### config.mk
export PLATFORM = sky130hd
export DESIGN_NAME = rv_iopmp_entry_match
export DESIGN_NICKNAME = d
export VERILOG_FILES = /design/src/rtl/rv_iopmp_pkg.sv /design/src/rtl/rv_iopmp_entry_match.sv
export SDC_FILE = /design/constraint.sdc
export NUM_CORES = 1
export LEC_CHECK = 0
export ABC_AREA = 1
export ABC_CLOCK_PERIOD_IN_PS = 77300
export CORE_MARGIN = 1.5
export CORE_UTILIZATION = 45
export DETAILED_ROUTE_END_ITERATION = 8
export PLACE_DENSITY = 0.65
export SETUP_SLACK_MARGIN = 0.1
export SYNTH_ARGS = -nofsm -noshare
export SYNTH_HDL_FRONTEND = slang
export SYNTH_SLANG_ARGS = --single-unit
### constraint.sdc
create_clock -name vclk -period 77.3
set_input_delay 15.46 -clock vclk [all_inputs]
set_output_delay 15.46 -clock vclk [all_outputs]
set_load 0.05 [all_outputs]
### src/rtl/rv_iopmp_pkg.sv
// Shared IOPMP types: rule/srcmd/mdcfg tables, error capture record,
// plus the etype/ttype codes and state enum used by the sequential checker.
package rv_iopmp_pkg;

  localparam int MD_BITS = 31;

  typedef enum logic [2:0] {
    ACCESS_NONE      = 3'b000,
    ACCESS_READ      = 3'b001,
    ACCESS_WRITE     = 3'b010,
    ACCESS_EXECUTION = 3'b100
  } access_t;

  typedef enum logic [1:0] {
    ADDR_OFF   = 2'd0,
    ADDR_TOR   = 2'd1,
    ADDR_NA4   = 2'd2,
    ADDR_NAPOT = 2'd3
  } addr_mode_t;

  typedef struct packed { logic [31:0] q; } reg32_t;
  typedef struct packed { addr_mode_t a; logic x; logic w; logic r; } entry_cfg_t;
  typedef struct packed { reg32_t addrh; reg32_t addr; entry_cfg_t cfg; } iopmp_entry_t;

  typedef struct packed { logic [MD_BITS-1:0] q; } md_field_t;
  typedef struct packed { md_field_t md; } srcmd_en_t;
  typedef struct packed { srcmd_en_t en; } srcmd_entry_t;

  typedef struct packed { logic [15:0] q; } mdcfg_entry_t;

  typedef struct packed {
    logic        error_detected;
    logic [1:0]  ttype;
    logic [2:0]  etype;
    logic [15:0] err_reqid;
    logic [31:0] err_reqaddr;
    logic [31:0] err_reqaddrh;
  } error_capture_t;

  localparam logic [2:0] ETYPE_RD    = 3'h1;
  localparam logic [2:0] ETYPE_WR    = 3'h2;
  localparam logic [2:0] ETYPE_EX    = 3'h3;
  localparam logic [2:0] ETYPE_NOHIT = 3'h5;

  localparam logic [1:0] TTYPE_RD = 2'b01;
  localparam logic [1:0] TTYPE_WR = 2'b10;
  localparam logic [1:0] TTYPE_EX = 2'b11;

  typedef enum logic [1:0] {IDLE, WALK, RESP} checker_state_t;

  // Number of consecutive ones starting at bit 0 (64 when all set).
  function automatic logic [6:0] trailing_ones(input logic [63:0] v);
    logic [6:0] n;
    logic       run;
    n   = '0;
    run = 1'b1;
    for (int i = 0; i < 64; i++) begin
      run = run & v[i];
      if (run) n = n + 7'd1;
    end
    return n;
  endfunction

endpackage

### src/rtl/rv_iopmp_entry_match.sv
// Single-entry granule address compare (OFF/TOR/NA4/NAPOT), purely combinational.
module rv_iopmp_entry_match
  import rv_iopmp_pkg::*;
(
  input  logic [63:0] i_g,
  input  logic [63:0] i_e,
  input  logic [63:0] i_e_prev,
  input  addr_mode_t  i_mode,
  output logic        o_hit
);

  logic [6:0] w_shift;

  always_comb begin
    // A shift of 64 or 65 clears both sides, so an all-ones NAPOT matches everything.
    w_shift = trailing_ones(i_e) + 7'd1;
    case (i_mode)
      ADDR_TOR:   o_hit = (i_g >= i_e_prev) && (i_g < i_e);
      ADDR_NA4:   o_hit = (i_g == i_e);
      ADDR_NAPOT: o_hit = ((i_g >> w_shift) == (i_e >> w_shift));
      default:    o_hit = 1'b0;
    endcase
  end

endmodule

# Word-level counts from Yosys, hierarchy flattened
# Index checks and enable logic that the tools add are counted.
word_totals:
  ff_bits: 0
  out_inout_bits: 1
  word_cells: 202
classes:
  n_addsub: 64
  n_lt_le_gt_ge: 2
  eq_ne: 5
  shift: 2
  n_mux: 65
  bitwise: 63
  n_reduce_logical: 1
ops:
  columns: ["cell", "count"]
  rows:
  - ["adder 7 x 1 -> 7 bit (second input constant)", 63]
  - ["2-to-1 mux 7 bit", 62]
  - ["== test 64 bit", 2]
  - [">> shifter 64 x 7 -> 64 bit", 2]
  - ["greater-or-equal comparator 64 bit", 1]
  - ["< comparator 64 bit", 1]
  - ["AND 1 bit", 63]
  - ["== test 2 bit (second input constant)", 2]
  - ["case mux 1 bit (3 select lines)", 1]
  - ["adder 1 x 1 -> 2 bit (second input constant)", 1]
  - ["== test 2 x 1 -> 1 bit (second input constant)", 1]
  - ["2-to-1 mux 2 bit", 1]
  - ["logical AND 1 bit", 1]
  - ["2-to-1 mux 1 bit", 1]

# Logic depth before layout (Yosys ltp)
# Gate-level depths: netlist of run 1.
logic_depth:
  depth_word: 131
  depth_mapped: 240

# Least setup slack after synthesis of run 1
# No wires, ideal clock.
synth_timing:
  kind: "input to output"
  startpoint: "input i_e[2]"
  endpoint: "output o_hit"
  arrival_time_ps: 49274
  path_slack_ps: 12566
  stages: 237
  path_buffers: 2
  cell_sequence: "inv_1 a21oi_1 ha_1 nor2_1 nor2_1 ha_1 nand2_1 nand2_1 ha_1 nor2_1 a31oi_1 ha_1 inv_1 o21ai_0 ha_1 nand2_1 nand2_1 ha_1 [... 201 more ...] inv_2 nand3_1 nand2_1 nand2_1 nand3_1 o21ai_1 nand2_1 nand2_1 nand2_1 nor2_1 nand2_1 nor2_1 nand2_1 nand2_1 nand2_1 nand2_1 nand2_1 nand2_1"
synth_via:
  elab_chain_cells: 128
  word_cells_on_any_way: 193
synth_lines:
  columns: ["item", "line", "source"]
  rows:
  - ["start: declaration", "rv_iopmp_entry_match.sv:6", "input logic [63:0] i_e,"]
  - ["AND 1 bit", "rv_iopmp_pkg.sv:58", "run = run & v[i];"]
  - ["2-to-1 mux 7 bit", "rv_iopmp_pkg.sv:59", "if (run) n = n + 7'd1;"]
  - ["adder 7 x 1 -> 7 bit", "rv_iopmp_pkg.sv:59", null]
  - ["2-to-1 mux 7 bit", "rv_iopmp_pkg.sv:59", null]
  - ["adder 7 x 1 -> 7 bit", "rv_iopmp_pkg.sv:59", null]
  - ["2-to-1 mux 7 bit", "rv_iopmp_pkg.sv:59", null]
  - ["adder 7 x 1 -> 7 bit", "rv_iopmp_pkg.sv:59", null]
  - ["2-to-1 mux 7 bit", "rv_iopmp_pkg.sv:59", null]
  - ["[... 112 more ...]", null, null]
  - ["adder 7 x 1 -> 7 bit", "rv_iopmp_pkg.sv:59", null]
  - ["2-to-1 mux 7 bit", "rv_iopmp_pkg.sv:59", null]
  - ["adder 7 x 1 -> 7 bit", "rv_iopmp_pkg.sv:59", null]
  - ["2-to-1 mux 7 bit", "rv_iopmp_pkg.sv:59", null]
  - ["adder 7 x 1 -> 7 bit", "rv_iopmp_entry_match.sv:16", "w_shift = trailing_ones(i_e) + 7'd1;"]
  - [">> shifter 64 x 7 -> 64 bit", "rv_iopmp_entry_match.sv:20", "ADDR_NAPOT: o_hit = ((i_g >> w_shift) == (i_e >> w_shift));"]
  - ["== test 64 bit", "rv_iopmp_entry_match.sv:20", null]
  - ["case mux 1 bit (3 select lines) (*)", "rv_iopmp_entry_match.sv:17", "case (i_mode)"]
  - ["end: declaration", "rv_iopmp_entry_match.sv:9", "output logic o_hit"]
# Mark *: on every way between the ends. The rest lies on a longest branch, timed or not.

# Worst setup path after layout of run 1
# Ends and elaborated chain as after synthesis.

==> flow_metrics.env, run 1 <==
export IMPL_synth_nets=4247
export IMPL_drt_iter0_markers=1423
export IMPL_p_int_uw=53.20
export IMPL_yosysWarnings=0
export IMPL_clockPowerShare_pct=0
export IMPL_setup_tns_final_ns=0
export IMPL_via_per_inst=4.927
export IMPL_power_frac_seq_pct=0
export IMPL_cts_resized_gates=0
export IMPL_arrival_ns=54.11
export IMPL_drive_gt1_share_pct=7.110
export IMPL_critPathLaunchType="input pin"
export IMPL_switching_share_pct=63.75
export IMPL_drc=0
export IMPL_gp_congestion=0.9028
export IMPL_post_route_min_period_ns=69.57
export IMPL_p_switching_uw=93.59
export IMPL_vias=22352
export IMPL_grt_max_degree=192
export IMPL_path_class="input pin to primary output"
export IMPL_hold_path_depth=4
export IMPL_grt_pass1_vias=20261
export IMPL_yosysSeqAreaShare_pct=0
export IMPL_n_clock_buffer=0
export IMPL_period_share_pct=89.99
export IMPL_area_growth_syn_to_layout_pct=8.478
export IMPL_final_cell_mix="nand2_1, inv_1, nand3_1"
export IMPL_track_usage_pct=24.68
export IMPL_synth_distinct_cells=55
export IMPL_crit_slowest_cell="clkdlybuf4s50_1"
export IMPL_netlist_area_leader_share_pct=27.40
export IMPL_wl_per_cell_um=12.08
export IMPL_layout_cells_most_common="nand2_1"
export IMPL_cp_end_kind="primary output"
export IMPL_portBuffers=195
export IMPL_pwr_share_comb_pct=100.0
export IMPL_antennaDiodeCount=0
export IMPL_cp_common_cell="nand2_1"
export IMPL_dieArea_um2=44510
export IMPL_place_hpwl_um=46330
export IMPL_seq_cell_count=0
export IMPL_irDropWorstVdd_mv=0.004928
export IMPL_hold_path_class="input pin to primary output"
export IMPL_synth_top_cell_by_area="nand2_1"
export IMPL_initial_core_util_pct=45.39
export IMPL_worstHoldStart="i_mode[0]"
export IMPL_wl_um=54800
export IMPL_overflow=0
export IMPL_setup_viol=0
export IMPL_row_count=76
export IMPL_finalMaxSlewViolations=0
export IMPL_cap_violations=0
export IMPL_antenna_found_initial=0
export IMPL_holdPathEnd="o_hit"
export IMPL_total_power_uw=146.8
export IMPL_die_width_um=211.0
export IMPL_die_h_um=211.0
export IMPL_hold_buffers=0
export IMPL_ys_top_cells_by_area="nand2_1, ha_1, nand3_1, inv_1, o21ai_1"
export IMPL_tightest_slew_ns=1.059
export IMPL_antenna_left=0
export IMPL_postLayoutCoreUtil_pct=49.24
export IMPL_first_pass_iters=7
export IMPL_core_area_um2=42890
export IMPL_status="completed"
export IMPL_pin_count=195
export IMPL_path_max_fanout=98
export IMPL_postCtsSetupRepairBufs=0
export IMPL_grt_pass1_wl_um=93620
export IMPL_hold_ws_ns=32.16
export IMPL_regArea_um2=0
export IMPL_max_stage_delay_ns=0.81
export IMPL_syn_inst=3863
export IMPL_grt_setup_unrepaired="false"
export IMPL_slew_headroom_pct=29.43
export IMPL_mappedNetlistArea_um2=19470
export IMPL_pwr_density_cell_nw_per_um2=6.952
export IMPL_finalHoldViolations=0
export IMPL_max_clock_freq_mhz=14.38
export IMPL_crit_required_ns=61.84
export IMPL_syn_avg_cell_area_um2=5.039
export IMPL_leakage_uw=0.01216
export IMPL_layout_nets=4338
==> routing by layer <==
layer,global-route usage [%],vias to the layer above,wire length (um)
met4,3.916,0,1067
met2,41.15,503,23050
li1,-,12413,-
met1,34.74,9382,27480
met3,2.349,54,3208
met5,0,-,0
==> power groups by stage <==
stage	Sequential (uW)	Clock (uW)	Combinational, uW
floorplan	0	0	114
detailed placement	0	0	145
finish	0	0	147
global route	0	0	169
global placement	0	0	144
CTS	0	0	146
==> final cells by class <==
cell class | count | area [um^2]
fill | 4934 | 21770
multi-input combinational | 3070 | 15800
inverter | 680 | 2576
timing repair buffer | 202 | 2004
tap | 585 | 732.0
==> cells by family after synthesis <==
kind of cell	Yosys count	synth area share, %
simple gates	2352	52.65
buf+inv	793	19.17
compound gates	444	12.14
fa+ha+maj	190	12.21
xor+xnor	83	3.773
mux	1	0.05142
==> cells in the mapped netlist (23+ instances only) <==
library cell	number
nand4_1	58
nor2_4	32
nor2_2	25
inv_2	137
o21ai_1	252
inv_1	517
buf_8	38
o21ai_0	54
xnor2_1	42
nand3_1	459
buf_4	37
ha_1	190
xor2_1	40
a21oi_1	89
nand2_1	1421
nor3_1	23
nor2_1	235
==> how the worst max path moves through the flow <==
stage | startpoint | endpoint | slack [ns] | cells after the start
after floorplan | i_e[2] | o_hit | 12.57 | 237
after global placement | i_e[2] | o_hit | 8.50 | 238
after detailed placement | i_e[2] | o_hit | 7.75 | 238
after CTS | i_e[2] | o_hit | 7.65 | 238
after global routing | i_e[2] | o_hit | 4.29 | 239
final | i_e[2] | o_hit | 7.73 | 235
==> through the flow <==
stage,cells,area (um^2),setup slack (ns)
finish,4537,21120,7.735
global route,4537,21120,4.294
CTS,4537,21120,7.647
detailed placement,4537,21120,7.754
global placement,4537,21120,8.501
floorplan,3863,19470,12.57
==> critical path: cells and delay by family <==
kind,cells,cell delay (ns)
AOI/OAI and AO/OA,17,2.92
xor gates and xnor gates,1,0.21
and+or+nand+nor,116,14.18
buffers and inverters,39,4.37
adders and majority gates,62,16.90
No activity file was read; power rests on OpenSTA's default activity.
==> run 2: changes to the inputs <==
--- a/config.mk
+++ b/config.mk
@@ -5,12 +5,11 @@
 export SDC_FILE = /design/constraint.sdc
 export NUM_CORES = 1
 export LEC_CHECK = 0
-export ABC_AREA = 1
 export ABC_CLOCK_PERIOD_IN_PS = 77300
 export CORE_MARGIN = 1.5
-export CORE_UTILIZATION = 45
+export CORE_UTILIZATION = 50
 export DETAILED_ROUTE_END_ITERATION = 8
-export PLACE_DENSITY = 0.65
+export PLACE_DENSITY_LB_ADDON = 0.05
 export SETUP_SLACK_MARGIN = 0.1
 export SYNTH_ARGS = -nofsm -noshare
 export SYNTH_HDL_FRONTEND = slang
==> run 2 against run 1 <==
Compared with the run above: clock-buffer cell count did not move; via count is 19% lower; total power fell by 39%; core utilization rose by 8.6 points; critical path type unchanged; largest cell class unchanged; first-iteration DRC count grew 7.2%; largest power group unchanged; critical path depth shrank 18; cell area fell by 10%; die area down 22%; cell count down 36%.
==> flow_metrics.env, run 2 <==
export IMPL_syn_inst=2345
export IMPL_finalNonFillerCells=2893
export IMPL_setup_viol=0
export IMPL_first_pass_iters=6
export IMPL_postCtsSetupRepairBufs=0
export IMPL_startpoint="i_e[2]"
export IMPL_syn_avg_cell_area_um2=7.150
export IMPL_final_cell_mix="nand2_1, nor2_1, clkdlybuf4s50_1"
export IMPL_netlist_area_leader_share_pct=14.18
export IMPL_placed_cells=2893
export IMPL_synth_top_cell_by_area="ha_1"
export IMPL_grt_pass1_vias=17115
export IMPL_die_width_um=186.1
export IMPL_setup_tns_final_ns=0
export IMPL_max_stage_delay_ns=0.88
export IMPL_yosysSeqAreaShare_pct=0
export IMPL_layout_cells_most_common="nand2_1"
export IMPL_layout_nets=2837
export IMPL_hold_path_depth=5
export IMPL_dieArea_um2=34640
export IMPL_drt_iter0_markers=1526
export IMPL_multi_input_area_um2=15750
export IMPL_grt_pass1_wl_um=91290
export IMPL_wl_um=58330
export IMPL_initial_core_util_pct=51.14
export IMPL_core_area_um2=32780
export IMPL_mappedNetlistArea_um2=16770
export IMPL_overflow=0
export IMPL_portBuffers=195
export IMPL_hold_path_class="input pin to primary output"
export IMPL_track_usage_pct=32.97
export IMPL_grt_max_degree=59
export IMPL_wl_per_cell_um=20.16
export IMPL_place_hpwl_um=48610
export IMPL_antennaDiodeCount=0
export IMPL_worstHoldStart="i_mode[1]"
export IMPL_cp_common_cell="ha_1"
export IMPL_arrival_ns=58.63
export IMPL_die_h_um=186.1
export IMPL_tightest_slew_ns=1.188
export IMPL_irDropWorstVdd_mv=0.003640
export IMPL_finalHoldViolations=0
export IMPL_antenna_found_initial=3
export IMPL_pwr_density_cell_nw_per_um2=4.735
export IMPL_cp_end_kind="primary output"
export IMPL_synth_distinct_cells=99
export IMPL_area_growth_syn_to_layout_pct=13.15
export IMPL_finalMaxSlewViolations=0
export IMPL_ys_top_cells_by_area="ha_1, xnor2_1, mux4_2, nand2_1, nor2_1"
export IMPL_fill_cells=3206
export IMPL_total_power_uw=89.82
export IMPL_via_per_inst=6.287
export IMPL_regArea_um2=0
export IMPL_antenna_left=0
export IMPL_yosysWarnings=0
export IMPL_period_share_pct=95.85
export IMPL_synth_nets=2729
export IMPL_drive_gt1_share_pct=6.650
export IMPL_path_class="input pin to primary output"
export IMPL_gp_congestion=0.9298
export IMPL_vias=18187
export IMPL_post_route_min_period_ns=74.09
export IMPL_max_clock_freq_mhz=13.50
export IMPL_cap_violations=0
export IMPL_critPathLaunchType="input pin"
export IMPL_pin_count=195
export IMPL_synth_top_cells_by_count="nand2_1, nor2_1, ha_1"
export IMPL_yosysMostFrequentCell="nand2_1"
export IMPL_crit_required_ns=61.84
export IMPL_row_count=66
export IMPL_status="completed"
export IMPL_n_clock_buffer=0
export IMPL_leakage_uw=0.007665
export IMPL_crit_slowest_cell="clkdlybuf4s50_1"
export IMPL_drc=0
export IMPL_seq_cell_count=0
export IMPL_grt_setup_unrepaired="false"
export IMPL_path_max_fanout=58
export IMPL_slew_headroom_pct=20.25
==> run 2: cell types whose count changed in the layout (fill, tap and decap cells not counted), moves of 47 or more <==
cell     previous run  this run
a21oi_1            89       157
inv_1             517       171
inv_2             136         2
mux4_2              0        55
nand2_1          1420       229
nand3_1           459        87
nor2b_1             0        47
nor3_1             23        70
o21ai_0            54       129
o21ai_1           252         3
xnor2_1            42       165
xor2_1             39        97
==> run 2: logic make-up (layout without fill, tap and decap cells) <==
family	Yosys count	count (layout)	share of synthesized area, %
buffers and inverters	270	376	6.261
XOR/XNOR	316	316	20.41
adder cells (fa/ha/maj)	198	198	14.66
AND/OR/NAND/NOR	933	933	27.93
AO/OA/AOI/OAI	514	514	19.72
multiplexers	114	114	11.02
==> run 2: worst max-delay path: cells and delay by family <==
kind / cells / cell delay (ns)
AOI/OAI and AO/OA: 55 / 10.14
buffers and inverters: 8 / 2.30
muxes: 26 / 5.19
adders and majority gates: 60 / 18.23
xor gates and xnor gates: 1 / 0.15
and+or+nand+nor: 67 / 7.08
==> run 2: stage by stage <==
stage / area (um^2) / util, % / hold WS [ns] / setup WS (ns)
after floorplan: 16770 / - / 31.24 / 8.512
after global placement: 18960 / 57.83 / 32.37 / 5.230
after detailed placement: 18960 / 57.83 / 32.36 / 3.556
after CTS: 18960 / 57.83 / 32.36 / 3.348
after global routing: 18970 / 57.87 / 32.38 / 0.1727
final: 18970 / 57.87 / 32.37 / 3.210
==> run 2: what timing repair did <==
action	4_1_cts	5_1_grt
resized for setup	0	4
hold buffers	0	0
endpoints found under the setup margin	0	1
==> run 2: worst paths after layout <==
check    end  slack [ns]
min    o_hit       32.37
max    o_hit        3.21
==> run 2: routing by layer <==
metal / part of all wire (%) / routed length, um / track usage (%) / up-vias
met5: 0.067 / 39 / 0 / -
met1: 44 / 25770 / 43.69 / 8699
met4: 3.2 / 1885 / 8.839 / 6
met2: 47 / 27190 / 57.28 / 666
met3: 5.9 / 3449 / 2.759 / 107
li1: - / - / - / 8709
==> run 2: cell type report <==
| cell class | count | area share [%] |
|---|---|---|
| Inverter | 173 | 3.423 |
| Timing Repair Buffer | 203 | 10.64 |
| Multi-Input combinational cell | 2075 | 83.02 |
| Tap cell | 442 | 2.915 |
==> run 2: where the power goes <==
group	total, uW	switching, uW	internal, uW
sequential	0	0	0
clock	0	0	0
combinational	89.8	49.9	39.9
==> run 3: changes to the inputs <==
--- a/config.mk
+++ b/config.mk
@@ -10,6 +10,7 @@
 export CORE_UTILIZATION = 50
 export DETAILED_ROUTE_END_ITERATION = 8
 export PLACE_DENSITY_LB_ADDON = 0.05
+export REMOVE_ABC_BUFFERS = 1
 export SETUP_SLACK_MARGIN = 0.1
 export SYNTH_ARGS = -nofsm -noshare
 export SYNTH_HDL_FRONTEND = slang
==> run 3 against run 2 <==
Compared with the run above: global-route usage up 1.3 points; highest routed layer unchanged; core utilization is 0.15 points higher; first-iteration DRC count increased by 1.2%; die area unchanged; largest cell class unchanged; sequential share of layout area unchanged; clock-buffer cell count stayed put; largest power group unchanged.
==> flow_metrics.env, run 3 (same netlist as run 2, synthesis figures left out) <==
export IMPL_startpoint="i_e[2]"
export IMPL_slew_headroom_pct=20.52
export IMPL_clockPowerShare_pct=0
export IMPL_die_width_um=186.1
export IMPL_pwr_share_comb_pct=100.0
export IMPL_gp_congestion=0.9572
export IMPL_post_route_min_period_ns=73.63
export IMPL_vias=18205
export IMPL_initial_core_util_pct=51.14
export IMPL_leakage_uw=0.007701
export IMPL_irDropWorstVdd_mv=0.003339
export IMPL_seq_cell_count=0
export IMPL_tightest_slew_ns=1.181
export IMPL_hold_buffers=0
export IMPL_setup_viol=0
export IMPL_finalHoldViolations=0
export IMPL_row_count=66
export IMPL_cap_violations=0
export IMPL_arrival_ns=58.17
export IMPL_core_area_um2=32780
export IMPL_final_cell_mix="nand2_1, nor2_1, clkdlybuf4s50_1"
export IMPL_first_pass_iters=6
export IMPL_p_switching_uw=51.34
export IMPL_crit_slowest_cell="clkdlybuf4s50_1"
export IMPL_cp_end_kind="primary output"
export IMPL_layout_cells_most_common="nand2_1"
export IMPL_cp_endpoint="o_hit"
export IMPL_postLayoutCoreUtil_pct=58.02
export IMPL_drt_iter0_markers=1544
export IMPL_design_area_um2=19020
export IMPL_grt_max_degree=58
export IMPL_track_usage_pct=34.27
export IMPL_total_power_uw=91.69
export IMPL_layout_nets=2839
export IMPL_hold_path_class="input pin to primary output"
export IMPL_status="completed"
export IMPL_regArea_um2=0
export IMPL_wl_um=60850
export IMPL_max_stage_delay_ns=0.59
export IMPL_drc=0
export IMPL_pin_count=195
export IMPL_critPathLaunchType="input pin"
export IMPL_dieArea_um2=34640
export IMPL_path_max_fanout=57
export IMPL_p_int_uw=40.34
export IMPL_switching_share_pct=55.99
export IMPL_pwr_density_cell_nw_per_um2=4.820
export IMPL_cp_common_cell="ha_1"
export IMPL_place_hpwl_um=50850
export IMPL_grt_pass1_wl_um=94000
export IMPL_antenna_left=0
export IMPL_grt_setup_unrepaired="false"
export IMPL_period_share_pct=95.25
export IMPL_path_class="input pin to primary output"
export IMPL_setup_tns_final_ns=0
export IMPL_overflow=0
export IMPL_finalMaxSlewViolations=0
export IMPL_drive_gt1_share_pct=6.767
export IMPL_via_per_inst=6.284
export IMPL_area_growth_syn_to_layout_pct=13.45
export IMPL_grt_pass1_vias=17365
export IMPL_die_h_um=186.1
export IMPL_max_clock_freq_mhz=13.58
export IMPL_dpl_instance_area_um2=18970
export IMPL_power_frac_seq_pct=0
export IMPL_antenna_found_initial=3
export IMPL_portBuffers=195
export IMPL_wl_per_cell_um=21.00
export IMPL_n_clock_buffer=0
export IMPL_crit_required_ns=61.84
## run 3: cell type report
type	count	area, um^2
well taps	442	553.0
inverters	173	649.4
repair buffers	205	2057
fillers	3175	13760
multi-input cells	2075	15760
diodes	2	5.005
## run 3: worst min path at each step
stage,from,end,slack [ns],depth (start not counted)
after floorplan,i_mode[1],o_hit,31.24,3
after global placement,i_mode[0],o_hit,32.37,5
after detailed placement,i_mode[0],o_hit,32.37,5
after CTS,i_mode[0],o_hit,32.37,5
after global routing,i_mode[0],o_hit,31.99,5
final,i_mode[1],o_hit,31.95,5
## run 3: routing by layer
metal / vias to the layer above / wire [um] / GRT usage [%]
met5: - / 13 / 0
met4: 2 / 1940 / 12.03
met3: 98 / 3347 / 2.915
met2: 693 / 30210 / 61.99
met1: 8695 / 25340 / 42.35
li1: 8717 / - / -
## run 3: critical path, delay by kind of cell
kind                       cells  cell delay (ns)
AOI/OAI and AO/OA             54            10.38
xor gates and xnor gates       1             0.17
adders and majority gates     61            18.53
buffers and inverters          8             1.89
muxes                         28             5.66
and+or+nand+nor               65             6.03
## run 3: metrics by stage
stage                     worst slack (ns)  instances  hold WS [ns]
final                                3.668       2897         31.95
after global routing                0.3966       2897         31.99
after CTS                            3.414       2894         32.37
after detailed placement             3.558       2894         32.37
after global placement               5.101       2894         32.37
after floorplan                      7.766       2248         31.24
## run 3: power groups by stage
stage / Combinational [uW] / Clock [uW] / Sequential (uW)
after detailed placement: 89.4 / 0 / 0
after global routing: 100 / 0.00000349 / 0
after floorplan: 56.1 / 0 / 0
after CTS: 90.0 / 0 / 0
final: 91.7 / 0.00000349 / 0
after global placement: 87.6 / 0 / 0
## run 3: timing repair
item | in CTS | in global routing
buffers inserted | 0 | 1
resized for setup | 0 | 5
setup endpoints to repair | 0 | 1
